[config.mk]
export PLATFORM = sky130hd
export DESIGN_NAME = data_mem_bank
export DESIGN_NICKNAME = d
export VERILOG_FILES = /design/src/rtl/data_mem_bank.sv
export SDC_FILE = /design/constraint.sdc
export NUM_CORES = 2
export LEC_CHECK = 0
export BUFFER_PORTS_ARGS = -buffer_cell sky130_fd_sc_hd__clkbuf_2
export CAP_MARGIN = 20
export CORE_MARGIN = 10
export CORE_UTILIZATION = 40
export DETAILED_ROUTE_END_ITERATION = 12
export GPL_TIMING_DRIVEN = 0
export HOLD_SLACK_MARGIN = 0.03
export PLACE_DENSITY = 0.55
export SLEW_MARGIN = 20
export SYNTH_ARGS = -nofsm -noshare
export SYNTH_HDL_FRONTEND = slang
export SYNTH_SLANG_ARGS = --single-unit
[constraint.sdc]
create_clock -name clk -period 2.27 [get_ports clk]
set_clock_uncertainty 0.05 [all_clocks]
set_input_delay 0 -clock clk [delete_from_list [all_inputs] [get_ports clk]]
set_output_delay 0 -clock clk [all_outputs]
set_load 0.01 [all_outputs]
[src/rtl/data_mem_bank.sv]
// Parametrised data memory for the MEM stage: byte-enabled writes, registered reads with
// a valid strobe, out-of-range detection and an optional post-reset zeroing sweep.
`timescale 1ns/1ps

module data_mem_bank #(
  parameter int DATA_W     = 32,
  parameter int ADDR_W     = 6,
  parameter int DEPTH      = 64,
  parameter int INIT_CLEAR = 1
) (
  input  logic                  clk,
  input  logic                  res,
  input  logic                  memwr,
  input  logic                  memrd,
  input  logic [DATA_W/8-1:0]   be,
  input  logic [ADDR_W-1:0]     address,
  input  logic [DATA_W-1:0]     data,
  output logic [DATA_W-1:0]     datao,
  output logic                  rd_valid,
  output logic                  busy,
  output logic                  err
);

  localparam int NB = DATA_W / 8;
  localparam logic [ADDR_W-1:0] LAST_PTR  = ADDR_W'(DEPTH - 1);
  localparam logic [ADDR_W:0]   DEPTH_EXT = (ADDR_W + 1)'(DEPTH);

  typedef enum logic {
    ST_INIT  = 1'b0,
    ST_READY = 1'b1
  } state_t;

  state_t              state_reg, state_next;
  logic [ADDR_W-1:0]   ptr_reg, ptr_next;
  logic [DATA_W-1:0]   datao_reg;
  logic                rd_valid_reg;
  logic                err_reg;

  logic [DATA_W-1:0]   mem [DEPTH];

  logic                ready;
  logic                in_range;
  logic                clr_fire;
  logic                wr_fire;
  logic                rd_fire;
  logic                bad_req;
  logic [ADDR_W-1:0]   rd_idx;
  logic [DATA_W-1:0]   rd_word;
  logic [DATA_W-1:0]   merged;

  // Address decode and request qualification
  assign ready    = (state_reg == ST_READY);
  assign in_range = ({1'b0, address} < DEPTH_EXT);
  assign clr_fire = (state_reg == ST_INIT);
  assign wr_fire  = ready && memwr && in_range;
  assign rd_fire  = ready && memrd;
  assign bad_req  = ready && (memwr || memrd) && !in_range;
  assign rd_idx   = in_range ? address : '0;
  assign rd_word  = mem[rd_idx];

  // Write-first: a read to the word being written sees the newly enabled bytes.
  generate
    for (genvar gi = 0; gi < NB; gi++) begin : g_lane
      assign merged[8*gi +: 8] = (wr_fire && be[gi]) ? data[8*gi +: 8] : rd_word[8*gi +: 8];
    end
  endgenerate

  always_comb begin
    state_next = state_reg;
    ptr_next   = ptr_reg;
    case (state_reg)
      ST_INIT: begin
        ptr_next = ptr_reg + 1'b1;
        if (ptr_reg == LAST_PTR) begin
          state_next = ST_READY;
        end
      end
      ST_READY: begin
        state_next = ST_READY;
      end
      default: begin
        state_next = ST_READY;
      end
    endcase
  end

  always_ff @(posedge clk or negedge res) begin
    if (!res) begin
      state_reg <= (INIT_CLEAR != 0) ? ST_INIT : ST_READY;
      ptr_reg   <= '0;
    end else begin
      state_reg <= state_next;
      ptr_reg   <= ptr_next;
    end
  end

  // Storage array: no reset, zeroed by the sweep when enabled.
  always_ff @(posedge clk) begin
    if (clr_fire) begin
      mem[ptr_reg] <= '0;
    end else if (wr_fire) begin
      for (int i = 0; i < NB; i++) begin
        if (be[i]) begin
          mem[address][8*i +: 8] <= data[8*i +: 8];
        end
      end
    end
  end

  always_ff @(posedge clk or negedge res) begin
    if (!res) begin
      datao_reg    <= '0;
      rd_valid_reg <= 1'b0;
      err_reg      <= 1'b0;
    end else begin
      rd_valid_reg <= rd_fire;
      err_reg      <= bad_req;
      if (rd_fire) begin
        datao_reg <= in_range ? merged : '0;
      end
    end
  end

  assign datao    = datao_reg;
  assign rd_valid = rd_valid_reg;
  assign err      = err_reg;
  assign busy     = (state_reg == ST_INIT);

endmodule

==> flow_summary.ini <==
[critical_path]
startpoint = mem[11][29]
crit_path_end_kind = flip-flop
max_stage_delay_ns = 0.50
r2r_start = mem[11][29]
crit_required_ns = 2.95
crit_path_end = datao[29]
critPathMaxFanout = 1
cp_slowest_cell = mux4_2
regToRegSetupSlack_ns = -0.26
r2r_cells = 6
r2r_end = datao[29]
crit_type = reg2reg
cp_data_arrival_time_ns = 3.21
start_kind = flip-flop
crit_chain = mux4_2 > a22o_1 > a221oi_2 > nand3_4 > a222oi_1 > nand2_1

[run_status]
violations = negative setup slack
status = finished, violations left

[yosys]
synth-edff-count = 2048
seq_area_frac_synth_pct = 77.1
synth.distinct_cells = 49
synthCells = 3880
syn_area_per_cell_um2 = 20.9
yosysTopAreaCellShare_pct = 75.9
synth_ff_type = edfxtp_1
yosys_warnings = 0
synthesis.nets = 3927
synth_top_cell_by_area = edfxtp_1
async_flop_share_pct = 1.92
syn-cell-area_um2 = 81000
synth_seq_cells = 2088
yosys-top-cells-area = edfxtp_1 (76%), mux4_2 (12%), mux2i_1 (3.2%)

[clocking]
clk_pin_slew_ns = 0.06
cts-root-buf = clkbuf_16
insertion_delay_ns = 0.86
numCtsBuffers = 206
cts_tree = built
cts_sinks = 2088
clock_path_buffers = 3
htreeDepth = 4

[floorplanning]
coreArea_um2 = 202000
pin_count = 81
start_util_pct = 40.1
fp.dieW_um = 470
die_h_um = 470
rows = 165
dieArea_um2 = 221000

[grt]
grt_overflow = 0
grt_use_total_pct = 23.4
grt_pass1_vias = 44200
antenna_found_initial = 23
grt_max_degree = 65
grt_pass1_wl_mm = 363

[drt]
dr.pass1.iters = 9
vias = 45000
post_drt_via_cell_ratio = 6.03
wl_per_cell_um = 36.0
ant_nets = 0
route.detailed.drc = 0
drtIter0Drc = 6757
drt_wl_total_mm = 269

[worst_hold_path]
hp-class = in2reg
min_path_cells = 4

[sta]
worst_pin_slew_ns = 1.26
fin_crit_ns = 2.53
maxSlewHeadroom_pct = 15.8
final-hold-violation-count = 0
rsz0062_at_grt = true
finalSetupTns_ns = -209.70
setup_ws_ns = -0.259
finalMaxSlewViolations = 0
max_freq_ghz = 0.395
finalCritPeriodShare_pct = 111
setup_violations = 2928

[placement]
placed_cell_area_um2 = 85300
portBuffers = 76
place_congestion = 0.885
pre_cts_ws_ns = -2.34
hpwl_mm = 162

[layout]
drive_gt1_share_pct = 37.5
fin_area_um2 = 102000
areaGrowthSynthToFinish_pct = 25.5
fillers = 16100
largest_reg_flops = 2048
finalNetCount = 4652

[pwr]
leakagePower_nw = 27.8
power_density_nw_per_um2 = 768
ir_worst_vdd_mv = 0.706
total_power_w = 0.0781

[flow_run]
drv_cap = 0
cell usage after synthesis, types with 3 or more instances:
cell	count
a31oi_1	4
mux2i_1	260
a221oi_1	26
nand4_1	6
nand3_1	108
clkbuf_1	91
and3_1	8
buf_2	74
dfrtp_1	40
buf_1	20
a222oi_1	25
o21ai_0	14
and2_1	34
buf_6	9
buf_4	32
inv_1	3
xnor2_1	4
a22oi_1	170
nand2_4	4
or3_1	3
a22o_1	26
nor2_1	270
mux4_2	437
nand3b_1	4
a21oi_1	15
nor2b_1	8
edfxtp_1	2048
nand2b_1	3
nor3b_1	3
mux2_2	13
nand2_1	96
placed cells by master, fill, tap and decap left out, types with 11 or more instances in the layout:
cell / Yosys / final
edfxtp_1: 2048 / 2048
mux4_2: 437 / 437
mux2i_1: 260 / 259
nor2_4: 0 / 256
clkbuf_16: 0 / 220
buf_12: 0 / 218
a22oi_1: 170 / 156
buf_4: 32 / 139
clkbuf_2: 0 / 117
nand3_1: 108 / 88
clkbuf_1: 91 / 85
dlygate4sd3_1: 0 / 70
and2_4: 0 / 65
nand2_1: 96 / 49
clkinv_1: 0 / 48
buf_2: 74 / 43
buf_6: 9 / 41
clkinv_2: 0 / 40
dfrtp_1: 40 / 39
nand2_4: 4 / 25
nand2_8: 0 / 25
a22o_1: 26 / 25
a222oi_1: 25 / 25
bufinv_16: 0 / 17
a22oi_2: 0 / 14
nor2_1: 270 / 13
a221oi_2: 0 / 13
mux2_2: 13 / 13
nand3_2: 0 / 12
a221oi_4: 0 / 11
timing repair:
| item | 4_1_cts | 5_1_grt |
|---|---|---|
| endpoints found under the hold margin | 2121 | 0 |
| hold buffers | 71 | 0 |
| gates cloned | 33 | 13 |
| buffers inserted | 253 | 71 |
| pin swaps | 236 | 111 |
| resized for setup | 740 | 154 |
| endpoints found under the setup margin | 4128 | 3543 |
stage by stage:
step	std cells	hold WS [ns]	util [%]
floorplan	3880	-0.346	-
global placement	6628	0.194	42.2
detailed placement	6632	0.0435	42.3
CTS	7368	0.0362	49.3
global route	7455	0.0400	50.3
finish	7458	0.101	50.3
layout make-up:
cell class              instances  area (µm²)  share of cell area (%)
plain buffers                 223        1770                    1.74
diodes                          7        17.5                  0.0172
multi-input cells            1597       21000                    20.6
clock inverters               119        1070                    1.05
well taps                    2672        3340                    3.29
flip-flops and latches       2088       62500                    61.5
repair buffers                486        6470                    6.36
clock buffers                 263        5510                    5.42
inverters                       3        15.0                  0.0148
logic make-up after synthesis:
group | Yosys count | synth area share [%]
DFF | 2088 | 77.1
adders and majority gates | 1 | 0.0154
buffers and inverters | 229 | 1.41
muxes | 710 | 15.5
xor gates and xnor gates | 5 | 0.0540
AOI/OAI and AO/OA | 293 | 2.81
and+or+nand+nor | 553 | 3.03
other | 1 | 0.00463
how the worst min path moves through the flow:
| stage | endpoint | slack [ns] | start |
|---|---|---|---|
| floorplan | datao[0] | -0.35 | res |
| CTS | datao[19] | 0.04 | be[2] |
| detailed placement | rd_valid | 0.04 | res |
| global route | datao[19] | 0.04 | be[2] |
| global placement | datao[11] | 0.19 | data[11] |
| finish | datao[19] | 0.10 | be[2] |
power by group:
group          leakage, nW  internal, W  total (W)  switching [W]
Sequential            14.8       0.0417     0.0417              0
Combinational         9.76     0.000833    0.00259        0.00176
Clock                 3.23       0.0190     0.0339         0.0148
worst max-delay path: cells and delay by family (launching register included):
kind            cells  cell delay (ns)
compound gates      3             1.15
mux                 1             0.50
flops               1             0.38
simple gates        2             0.33
per-layer routing:
layer | part of all wire [%] | track usage (%) | vias up
li1 | - | - | 17700
met1 | 38 | 30.9 | 24200
met4 | 5.5 | 10.7 | 2
met3 | 8.3 | 4.13 | 568
met5 | 0.0048 | 0 | -
met2 | 48 | 37.9 | 2461
No activity file was read; power rests on OpenSTA's default activity.
